$ cat config.mk
export PLATFORM = sky130hd
export DESIGN_NAME = riscv_fetch_stage_flat
export DESIGN_NICKNAME = d
export VERILOG_FILES = /design/src/rtl/riscv_fetch_stage_if.sv /design/src/rtl/riscv_fetch_stage.sv /design/src/flat_wrapper.sv
export SDC_FILE = /design/constraint.sdc
export NUM_CORES = 1
export LEC_CHECK = 0
export ABC_AREA = 1
export CORE_UTILIZATION = 49
export CTS_BUF_LIST = sky130_fd_sc_hd__clkbuf_2 sky130_fd_sc_hd__clkbuf_4 sky130_fd_sc_hd__clkbuf_8
export CTS_CLUSTER_SIZE = 25
export DETAILED_ROUTE_END_ITERATION = 7
export PLACE_DENSITY = 0.95
export SLEW_MARGIN = 40
export SYNTH_ARGS = -nofsm -noshare
export SYNTH_HDL_FRONTEND = slang
export SYNTH_SLANG_ARGS = --single-unit
$ cat constraint.sdc
create_clock -name clk -period 3.1 [get_ports clk]
set_input_delay 0.62 -clock clk [delete_from_list [all_inputs] [get_ports clk]]
set_output_delay 0.62 -clock clk [all_outputs]
set_load 0.01 [all_outputs]
$ cat src/rtl/riscv_fetch_stage_if.sv
// Fetch stage bus bundle: instruction-memory port plus decode-side handshake.
// master = fetch stage, slave = memory/decode/branch environment.
interface riscv_fetch_stage_if;
    logic        imem_req;
    logic [31:0] imem_addr;
    logic        imem_gnt;
    logic        imem_rvalid;
    logic [31:0] imem_rdata;
    logic        redirect;
    logic [31:0] redirect_pc;
    logic        id_ready;
    logic        if_valid;
    logic [31:0] if_instr;
    logic [31:0] if_pc;
    logic [6:0]  if_opcode;
    logic        misalign_err;

    modport master (
        output imem_req, imem_addr,
        input  imem_gnt, imem_rvalid, imem_rdata,
        input  redirect, redirect_pc, id_ready,
        output if_valid, if_instr, if_pc, if_opcode,
        output misalign_err
    );

    modport slave (
        input  imem_req, imem_addr,
        output imem_gnt, imem_rvalid, imem_rdata,
        output redirect, redirect_pc, id_ready,
        input  if_valid, if_instr, if_pc, if_opcode,
        input  misalign_err
    );
endinterface

$ cat src/rtl/riscv_fetch_stage.sv
// RISC-V instruction fetch stage: one outstanding imem request, redirect drop.
// Optional FETCH_PERF_CNT_EN adds a fetch_count handshake counter output.
module riscv_fetch_stage #(
    parameter logic [31:0] RESET_VECTOR = 32'h0000_0000
) (
    input  logic                   clk,
    input  logic                   reset_n,
    riscv_fetch_stage_if.master    bus
`ifdef FETCH_PERF_CNT_EN
    ,
    output logic [31:0]            fetch_count
`endif
);

    typedef enum logic [1:0] {
        IDLE = 2'd0,
        REQ  = 2'd1,
        WAIT = 2'd2,
        HOLD = 2'd3
    } state_t;

    localparam logic [31:0] NOP = 32'h0000_0013;

    state_t      state;
    state_t      state_nxt;
    logic [31:0] pc;
    logic        drop;
    logic        valid_q;
    logic [31:0] instr_q;
    logic [31:0] ipc_q;
    logic        misalign_q;
    logic [31:0] redir_pc;

    assign redir_pc = {bus.redirect_pc[31:2], 2'b00};

    // State register
    always_ff @(posedge clk) begin
        if (!reset_n) begin
            state <= IDLE;
        end else begin
            state <= state_nxt;
        end
    end

    // Next-state logic; a response that must be dropped sends us back to REQ
    always_comb begin
        state_nxt = state;
        unique case (state)
            IDLE: state_nxt = REQ;
            REQ: begin
                if (bus.imem_gnt) begin
                    state_nxt = WAIT;
                end
            end
            WAIT: begin
                if (bus.imem_rvalid) begin
                    if (drop || bus.redirect) begin
                        state_nxt = REQ;
                    end else begin
                        state_nxt = HOLD;
                    end
                end
            end
            HOLD: begin
                if (bus.redirect || bus.id_ready) begin
                    state_nxt = REQ;
                end
            end
        endcase
    end

    // Memory request outputs: only REQ issues, so at most one is outstanding
    always_comb begin
        bus.imem_req  = 1'b0;
        bus.imem_addr = pc;
        if (state == REQ) begin
            bus.imem_req = 1'b1;
        end
    end

    // PC, drop flag, decode-side registers and misalignment pulse
    always_ff @(posedge clk) begin
        if (!reset_n) begin
            pc         <= RESET_VECTOR;
            drop       <= 1'b0;
            valid_q    <= 1'b0;
            instr_q    <= NOP;
            ipc_q      <= RESET_VECTOR;
            misalign_q <= 1'b0;
        end else begin
            misalign_q <= bus.redirect & (|bus.redirect_pc[1:0]);
            unique case (state)
                IDLE: begin
                    if (bus.redirect) begin
                        pc <= redir_pc;
                    end
                end
                REQ: begin
                    if (bus.redirect) begin
                        pc <= redir_pc;
                        if (bus.imem_gnt) begin
                            drop <= 1'b1;
                        end
                    end
                end
                WAIT: begin
                    if (bus.redirect) begin
                        pc <= redir_pc;
                    end
                    if (bus.imem_rvalid) begin
                        drop <= 1'b0;
                        if (!drop && !bus.redirect) begin
                            valid_q <= 1'b1;
                            instr_q <= bus.imem_rdata;
                            ipc_q   <= pc;
                        end
                    end else if (bus.redirect) begin
                        drop <= 1'b1;
                    end
                end
                HOLD: begin
                    if (bus.redirect) begin
                        pc      <= redir_pc;
                        valid_q <= 1'b0;
                    end else if (bus.id_ready) begin
                        pc      <= pc + 32'd4;
                        valid_q <= 1'b0;
                    end
                end
            endcase
        end
    end

    // Decode-side outputs
    always_comb begin
        bus.if_valid     = valid_q;
        bus.if_instr     = instr_q;
        bus.if_pc        = ipc_q;
        bus.if_opcode    = instr_q[6:0];
        bus.misalign_err = misalign_q;
    end

`ifdef FETCH_PERF_CNT_EN
    // Count instructions handed to decode
    always_ff @(posedge clk) begin
        if (!reset_n) begin
            fetch_count <= 32'd0;
        end else if (state == HOLD && valid_q && bus.id_ready && !bus.redirect) begin
            fetch_count <= fetch_count + 32'd1;
        end
    end
`endif

endmodule

$ cat src/flat_wrapper.sv
// flat-port wrapper written by rule: the top's interface ports become plain ports
module riscv_fetch_stage_flat 
#(
    parameter logic [31:0] RESET_VECTOR = 32'h0000_0000
)
  (clk, reset_n, bus_imem_req, bus_imem_addr, bus_imem_gnt, bus_imem_rvalid, bus_imem_rdata, bus_redirect, bus_redirect_pc, bus_id_ready, bus_if_valid, bus_if_instr, bus_if_pc, bus_if_opcode, bus_misalign_err);
  riscv_fetch_stage_if bus_i ();
  input  logic clk;
  input  logic reset_n;
  output wire logic [$bits(bus_i.imem_req)-1:0] bus_imem_req;
  output wire logic [$bits(bus_i.imem_addr)-1:0] bus_imem_addr;
  input wire logic [$bits(bus_i.imem_gnt)-1:0] bus_imem_gnt;
  input wire logic [$bits(bus_i.imem_rvalid)-1:0] bus_imem_rvalid;
  input wire logic [$bits(bus_i.imem_rdata)-1:0] bus_imem_rdata;
  input wire logic [$bits(bus_i.redirect)-1:0] bus_redirect;
  input wire logic [$bits(bus_i.redirect_pc)-1:0] bus_redirect_pc;
  input wire logic [$bits(bus_i.id_ready)-1:0] bus_id_ready;
  output wire logic [$bits(bus_i.if_valid)-1:0] bus_if_valid;
  output wire logic [$bits(bus_i.if_instr)-1:0] bus_if_instr;
  output wire logic [$bits(bus_i.if_pc)-1:0] bus_if_pc;
  output wire logic [$bits(bus_i.if_opcode)-1:0] bus_if_opcode;
  output wire logic [$bits(bus_i.misalign_err)-1:0] bus_misalign_err;
  assign bus_imem_req = bus_i.imem_req;
  assign bus_imem_addr = bus_i.imem_addr;
  assign bus_i.imem_gnt = bus_imem_gnt;
  assign bus_i.imem_rvalid = bus_imem_rvalid;
  assign bus_i.imem_rdata = bus_imem_rdata;
  assign bus_i.redirect = bus_redirect;
  assign bus_i.redirect_pc = bus_redirect_pc;
  assign bus_i.id_ready = bus_id_ready;
  assign bus_if_valid = bus_i.if_valid;
  assign bus_if_instr = bus_i.if_instr;
  assign bus_if_pc = bus_i.if_pc;
  assign bus_if_opcode = bus_i.if_opcode;
  assign bus_misalign_err = bus_i.misalign_err;
  riscv_fetch_stage #(.RESET_VECTOR(RESET_VECTOR)) u_core (.clk(clk), .reset_n(reset_n), .bus(bus_i));
endmodule
==> flow_metrics.py, run 1 <==
metrics = {
    "status": {
        "status": "complete, no violations",
    },
    "setup_path": {
        "r2r-start": "u_core.state[0]",
        "crit_path_start_kind": "flip-flop",
        "path_class": "reg -> out",
        "crit_fanout": 5,
        "endpoint_kind": "primary output",
        "worstReg2RegEnd": "u_core.bus.imem_addr[19]",
        "cp_data_arrival_time_ns": 1.62,
        "r2r_slack_ns": 1.14,
        "cp_data_required_time_ns": 2.48,
        "worst-r2r-cell-count": 10,
    },
    "layout": {
        "fillers": 772,
        "nets": 931,
        "final_area_um2": 6600,
        "fin_cells": 990,
        "syn_to_final_growth_pct": 40.22,
        "drive_gt1_share_pct": 4.878,
        "multi_input_area_um2": 2359,
        "fin_util_pct": 71.09,
        "diodes": 0,
        "register_area_um2": 1942,
    },
    "route": {
        "post_drt_wl_per_cell_um": 14.45,
        "drc": 0,
        "postRouteAntennaNets": 0,
        "vias": 5233,
        "dr.first_iter.drc_count": 502,
        "finalWirelength_um": 14310,
        "dr.pass1.iters": 6,
        "via_per_inst": 5.286,
    },
    "timing": {
        "max_slew_margin_pct": 62.96,
        "period_needed_ns": 2.236,
        "rsz0062_at_grt": "false",
        "hold_viol_final": 0,
        "layout_setup_ws_ns": 0.8635,
        "finalMaxSlewViolations": 0,
        "timing.fmax_mhz": 447.1,
        "totalNegativeSetupSlack_ns": 0,
        "min_period_over_period_pct": 72.14,
        "fin_skew_ns": 0.007800,
        "worstMarginPinSlew_ns": 0.5548,
        "setup_viol": 0,
        "hold_ws_ns": 0.4899,
    },
    "pwr": {
        "ir_worst_vdd_mv": 0.3054,
        "power_mw": 2.877,
        "leakage_nw": 2.527,
        "powerDensity_nw_per_um2": 435.9,
    },
    "clocking": {
        "worstSkewPairLatency_ns": 0.37,
        "cts_inserted_buffers": 9,
        "postCtsSetupRepairBufs": 0,
        "cts_max_level": 3,
        "cts_tree": "done",
        "cts.clk_slew.worst_paths_ns": 0.10,
        "cts_sinks": 97,
        "clockBufferDepth": 2,
        "cts_root_buffer": "clkbuf_8",
        "ctsHoldBuffers": 0,
        "cts.repair.resized": 0,
    },
    "placed_design": {
        "place_inst": 974,
        "portBuffers": 171,
        "hpwl_um": 10450,
        "place_ws_ns": 0.7054,
        "gp_congestion": 0.9555,
        "place_area_um2": 6397,
    },
    "worst_hold_path": {
        "holdPathEnd": "u_core.drop",
        "min_from": "u_core.drop",
        "whs_path_depth": 2,
        "hp-class": "reg -> reg",
    },
    "global_route": {
        "grt_usage_pct": 28.25,
        "antenna_found_initial": 0,
        "overflow": 0,
        "grt_max_degree": 81,
        "grt_pass1_vias": 4762,
        "grt_pass1_wl_um": 22560,
    },
    "run": {
        "maxCapViolCount": 0,
    },
    "die": {
        "initial_core_util_pct": 50.70,
        "core.rowCount": 35,
        "fp.dieW_um": 100.0,
        "ios": 176,
        "die_area_um2": 10000,
        "die_h_um": 100.0,
        "coreArea_um2": 9284,
    },
    "yosys": {
        "ys_ff_latch": 97,
        "synth_cells": 708,
        "synth_area_um2": 4707,
        "synth_warnings": 0,
        "synth.distinct_cells": 32,
        "avgSynthCellArea_um2": 6.648,
        "synth_sequential_area_ratio_pct": 41.25,
    },
}
## cell type report
type                    instances  area share (%)
flip-flops and latches         97           29.42
clock buffers                  10           1.991
clock inverters                 6           1.081
repair buffers                178           26.84
inverters                      43           2.483
multi-input cells             527           35.73
well taps                     129           2.446
## cell usage in the layout (no fill, tap or decap), types with 2 or more instances in the layout
cell type / instances
clkdlybuf4s50_1: 170
nand2_1: 159
nor2_1: 155
dfxtp_1: 97
o21ai_0: 79
a21oi_1: 57
inv_1: 40
nand3_1: 34
clkbuf_8: 9
nor2_2: 7
buf_4: 6
nand4_1: 5
ha_1: 5
nor3_1: 4
conb_1: 4
inv_2: 2
nand2_2: 2
o22ai_1: 2
o211ai_1: 2
a31oi_1: 2
inv_6: 2
## cells by family after synthesis
family                     after synthesis  synth area share [%]
DFF                                     97                 41.25
xor gates and xnor gates                 1                0.1861
adders and majority gates                5                 1.329
AOI/OAI and AO/OA                      147                 16.56
other                                    1               0.07967
and+or+nand+nor                        370                 31.61
buffers and inverters                   87                 8.985
## registers in the layout (all words and copies together), names as in the netlist
register	cells
u_core.bus.misalign_err	1
u_core.bus.if_instr	32
u_core.bus.if_pc	30
u_core.drop	1
u_core.bus.imem_addr	30
u_core.bus.if_valid	1
u_core.state	2
## routing by layer
metal	GRT usage (%)	share of wire [%]	vias to the layer above
met5	0	0	-
met4	11.59	2.8	0
met3	4.318	8.7	43
met2	47.00	47	294
met1	36.78	41	2339
li1	-	-	2557
## cells in the mapped netlist
cell	instances	area (um2)
o211a_1	1	10.01
buf_2	12	60.06
conb_1	1	3.750
buf_1	1	3.750
a211oi_2	1	12.51
nand3b_1	1	7.510
o22ai_1	2	12.51
buf_4	19	142.6
a211oi_1	1	7.510
nand2_2	2	12.51
o21ai_0	79	395.4
dfxtp_1	97	1942
o22ai_4	1	20.02
or2_2	1	6.260
nor2_2	8	50.05
inv_4	1	6.260
nand4_1	5	31.28
a21oi_2	1	8.760
a31oi_1	2	12.51
a21oi_1	57	285.3
o211ai_1	2	15.01
inv_2	2	7.510
ha_1	5	62.56
xnor2_1	1	8.760
nand2_1	159	596.8
nor2_1	155	581.8
clkbuf_1	11	41.29
nor3_1	4	20.02
buf_6	1	11.26
nand2_4	1	11.26
inv_1	40	150.1
nand3_1	34	170.2
## worst max path at each step
stage / start / to / slack, ns / cells after the start
after floorplan: u_core.bus.imem_addr[2] / u_core.bus.imem_addr[22] / 1.58 / 10
after global placement: bus_redirect / u_core.bus.if_instr[27] / 0.77 / 8
after detailed placement: bus_redirect / u_core.bus.if_pc[4] / 0.71 / 7
after CTS: u_core.state[0] / bus_imem_req / 0.85 / 2
after global routing: u_core.state[0] / bus_imem_req / 0.82 / 2
final: u_core.state[0] / bus_imem_req / 0.86 / 2
## power by group
part / switching [mW] / internal (mW)
registers: 0.0904 / 1.32
clock network: 0.472 / 0.393
logic: 0.295 / 0.301
## critical path, cell delays in order (launching register included)
cell	delay (ns)
dfxtp_1	0.44
ha_1	0.26
clkdlybuf4s50_1	0.56
(Power assumes the default switching activity.)
==> inputs of run 2 (changes only) <==
- CORE_UTILIZATION: 49 -> 41
- PLACE_DENSITY: 0.95 -> 0.89
- clock period: 3.1 -> 2 ns (I/O delays scaled with it)
==> run 2 against run 1 <==
  * Final area grew 2.3%
  * Sequential share of layout area shrank 0.63 points
  * Critical path depth shrank 1
  * Critical path type unchanged
  * Sequential power grew 54%
  * First-iteration DRC count shrank 17%
  * Routed wire length shrank 0.73%
  * Final cell count grew 1.9%
  * Clock power grew 63%
  * Count of clock-buffer cells in the layout shrank 1
==> flow_metrics.py, run 2 (same netlist as run 1, synthesis figures left out) <==
metrics = {
    "setup_path": {
        "path_cells": "clkdlybuf4s50_1",
        "endpoint_kind": "primary output",
        "r2r_slack_ns": 0.22,
        "cp_data_required_time_ns": 1.60,
        "slowest_delay_ns": 0.63,
        "crit_fanout": 7,
        "slowest_stage": "clkdlybuf4s50_1",
        "crit_path_start_kind": "flip-flop",
        "cp_data_arrival_time_ns": 1.51,
        "r2r-start": "u_core.bus.imem_addr[3]",
        "cp_top_family": "buffers and inverters",
        "worstReg2RegEnd": "u_core.bus.imem_addr[30]",
        "path_buf_inv": 1,
        "worst-r2r-cell-count": 10,
        "path_class": "reg -> out",
    },
    "layout": {
        "drive_gt1_share_pct": 5.869,
        "final_area_um2": 6749,
        "fin_util_pct": 61.18,
        "fillers": 972,
        "nets": 939,
        "final_common_cell": "clkdlybuf4s50_1",
        "final_cell_mix": "clkdlybuf4s50_1, nand2_1, nor2_1",
        "largest_reg_flops": 32,
        "diodes": 0,
        "syn_to_final_growth_pct": 43.38,
    },
    "route": {
        "dr.pass1.iters": 7,
        "via_per_inst": 5.093,
        "post_drt_wl_per_cell_um": 14.08,
        "drc": 0,
        "postRouteAntennaNets": 0,
        "top_layer": "met4",
        "vias": 5139,
        "wl_met1_um": 6088,
        "finalWirelength_um": 14200,
        "met3WireLength_um": 1186,
        "dr.first_iter.drc_count": 418,
        "met2WireLength_um": 6580,
    },
    "placed_design": {
        "portBuffers": 171,
        "gp_congestion": 0.9206,
        "place_area_um2": 6526,
        "place_ws_ns": 0.05127,
        "hpwl_um": 10550,
    },
    "global_route": {
        "overflow": 0,
        "grt_max_degree": 58,
        "grt_pass1_wl_um": 21940,
        "grt_usage_pct": 23.68,
        "antenna_found_initial": 0,
        "grt_pass1_vias": 4615,
    },
    "clocking": {
        "postCtsSetupRepairBufs": 0,
        "cts_max_level": 3,
        "clockBufferDepth": 2,
        "ctsHoldBuffers": 0,
        "cts_tree": "done",
        "cts_root_buffer": "clkbuf_8",
        "worstSkewPairLatency_ns": 0.39,
        "cts_sinks": 97,
        "cts.clk_slew.worst_paths_ns": 0.11,
        "cts_inserted_buffers": 9,
        "cts.repair.resized": 2,
    },
    "pwr": {
        "ir_worst_vdd_mv": 0.4087,
        "p_int_mw": 3.161,
        "swShare_pct": 30.54,
        "p_seq_share_pct": 48.2,
        "switchingPower_mw": 1.390,
        "p_clk_share_pct": 31.0,
        "p_comb_share_pct": 20.8,
        "leakage_nw": 2.592,
        "powerDensity_nw_per_um2": 674.3,
    },
    "worst_hold_path": {
        "min_from": "reset_n",
        "whs_path_depth": 3,
        "hp-class": "in -> reg",
        "holdPathEnd": "u_core.bus.if_instr[12]",
    },
    "timing": {
        "finalMaxSlewViolations": 0,
        "min_period_over_period_pct": 95.28,
        "layout_setup_ws_ns": 0.09435,
        "setup_viol": 0,
        "rsz0062_at_grt": "false",
        "totalNegativeSetupSlack_ns": 0,
        "max_slew_margin_pct": 62.51,
        "hold_viol_final": 0,
        "timing.fmax_mhz": 524.8,
        "period_needed_ns": 1.906,
        "hold_ws_ns": 0.4015,
        "worstMarginPinSlew_ns": 0.5616,
        "fin_skew_ns": 0.01421,
    },
    "die": {
        "ios": 176,
        "die_area_um2": 11910,
        "coreArea_um2": 11030,
        "initial_core_util_pct": 42.67,
        "die_h_um": 109.1,
        "core.rowCount": 38,
        "fp.dieW_um": 109.1,
    },
    "status": {
        "status": "complete, no violations",
    },
    "run": {
        "maxCapViolCount": 0,
    },
}
[run 2: cell types whose count changed in the layout (fill, tap and decap cells not counted), sizes merged]
cell and change:
buf +8, clkbuf -1, clkdlybuf4s50 -1, clkinv +1
dlygate4sd2 +1
[run 2: how the worst max path moves through the flow]
stage	startpoint	end	slack (ns)	depth (start not counted)
finish	u_core.bus.imem_addr[11]	bus_imem_addr[11]	0.09	1
global route	u_core.bus.imem_addr[11]	bus_imem_addr[11]	0.06	1
CTS	u_core.bus.imem_addr[11]	bus_imem_addr[11]	0.11	1
detailed placement	bus_redirect	u_core.bus.imem_addr[28]	0.05	9
global placement	bus_redirect	u_core.bus.imem_addr[8]	0.09	10
floorplan	u_core.bus.imem_addr[2]	u_core.bus.imem_addr[22]	0.48	10
[run 2: cell type report]
type | count | area [um2] | share of cell area, %
Timing Repair Buffer | 186 | 1881 | 27.86
Tap cell | 140 | 175.2 | 2.595
Clock inverter | 7 | 98.84 | 1.465
Multi-Input combinational cell | 527 | 2364 | 35.02
Inverter | 43 | 163.9 | 2.429
Sequential cell | 97 | 1943 | 28.79
Clock buffer | 9 | 123.9 | 1.835
[run 2: per-stage QoR]
step | power, mW | std cells
floorplan | 2.664 | 711
global placement | 3.158 | 993
detailed placement | 3.174 | 993
CTS | 4.568 | 1009
global route | 4.768 | 1009
finish | 4.551 | 1009
[run 2: layer usage]
| layer | vias up | track usage, % |
|---|---|---|
| met1 | 2302 | 30.37 |
| met2 | 232 | 38.54 |
| met4 | 0 | 9.170 |
| met3 | 31 | 5.200 |
| li1 | 2574 | - |
| met5 | - | 0 |
[run 2: power groups by stage]
stage          clock network (mW)  registers (mW)  logic (mW)
6_report                     1.41            2.19       0.948
5_1_grt                      1.52            2.21        1.04
4_1_cts                      1.43            2.19       0.948
3_5_place_dp                    0            2.23       0.945
3_3_place_gp                    0            2.23       0.933
2_1_floorplan                   0            2.25       0.419
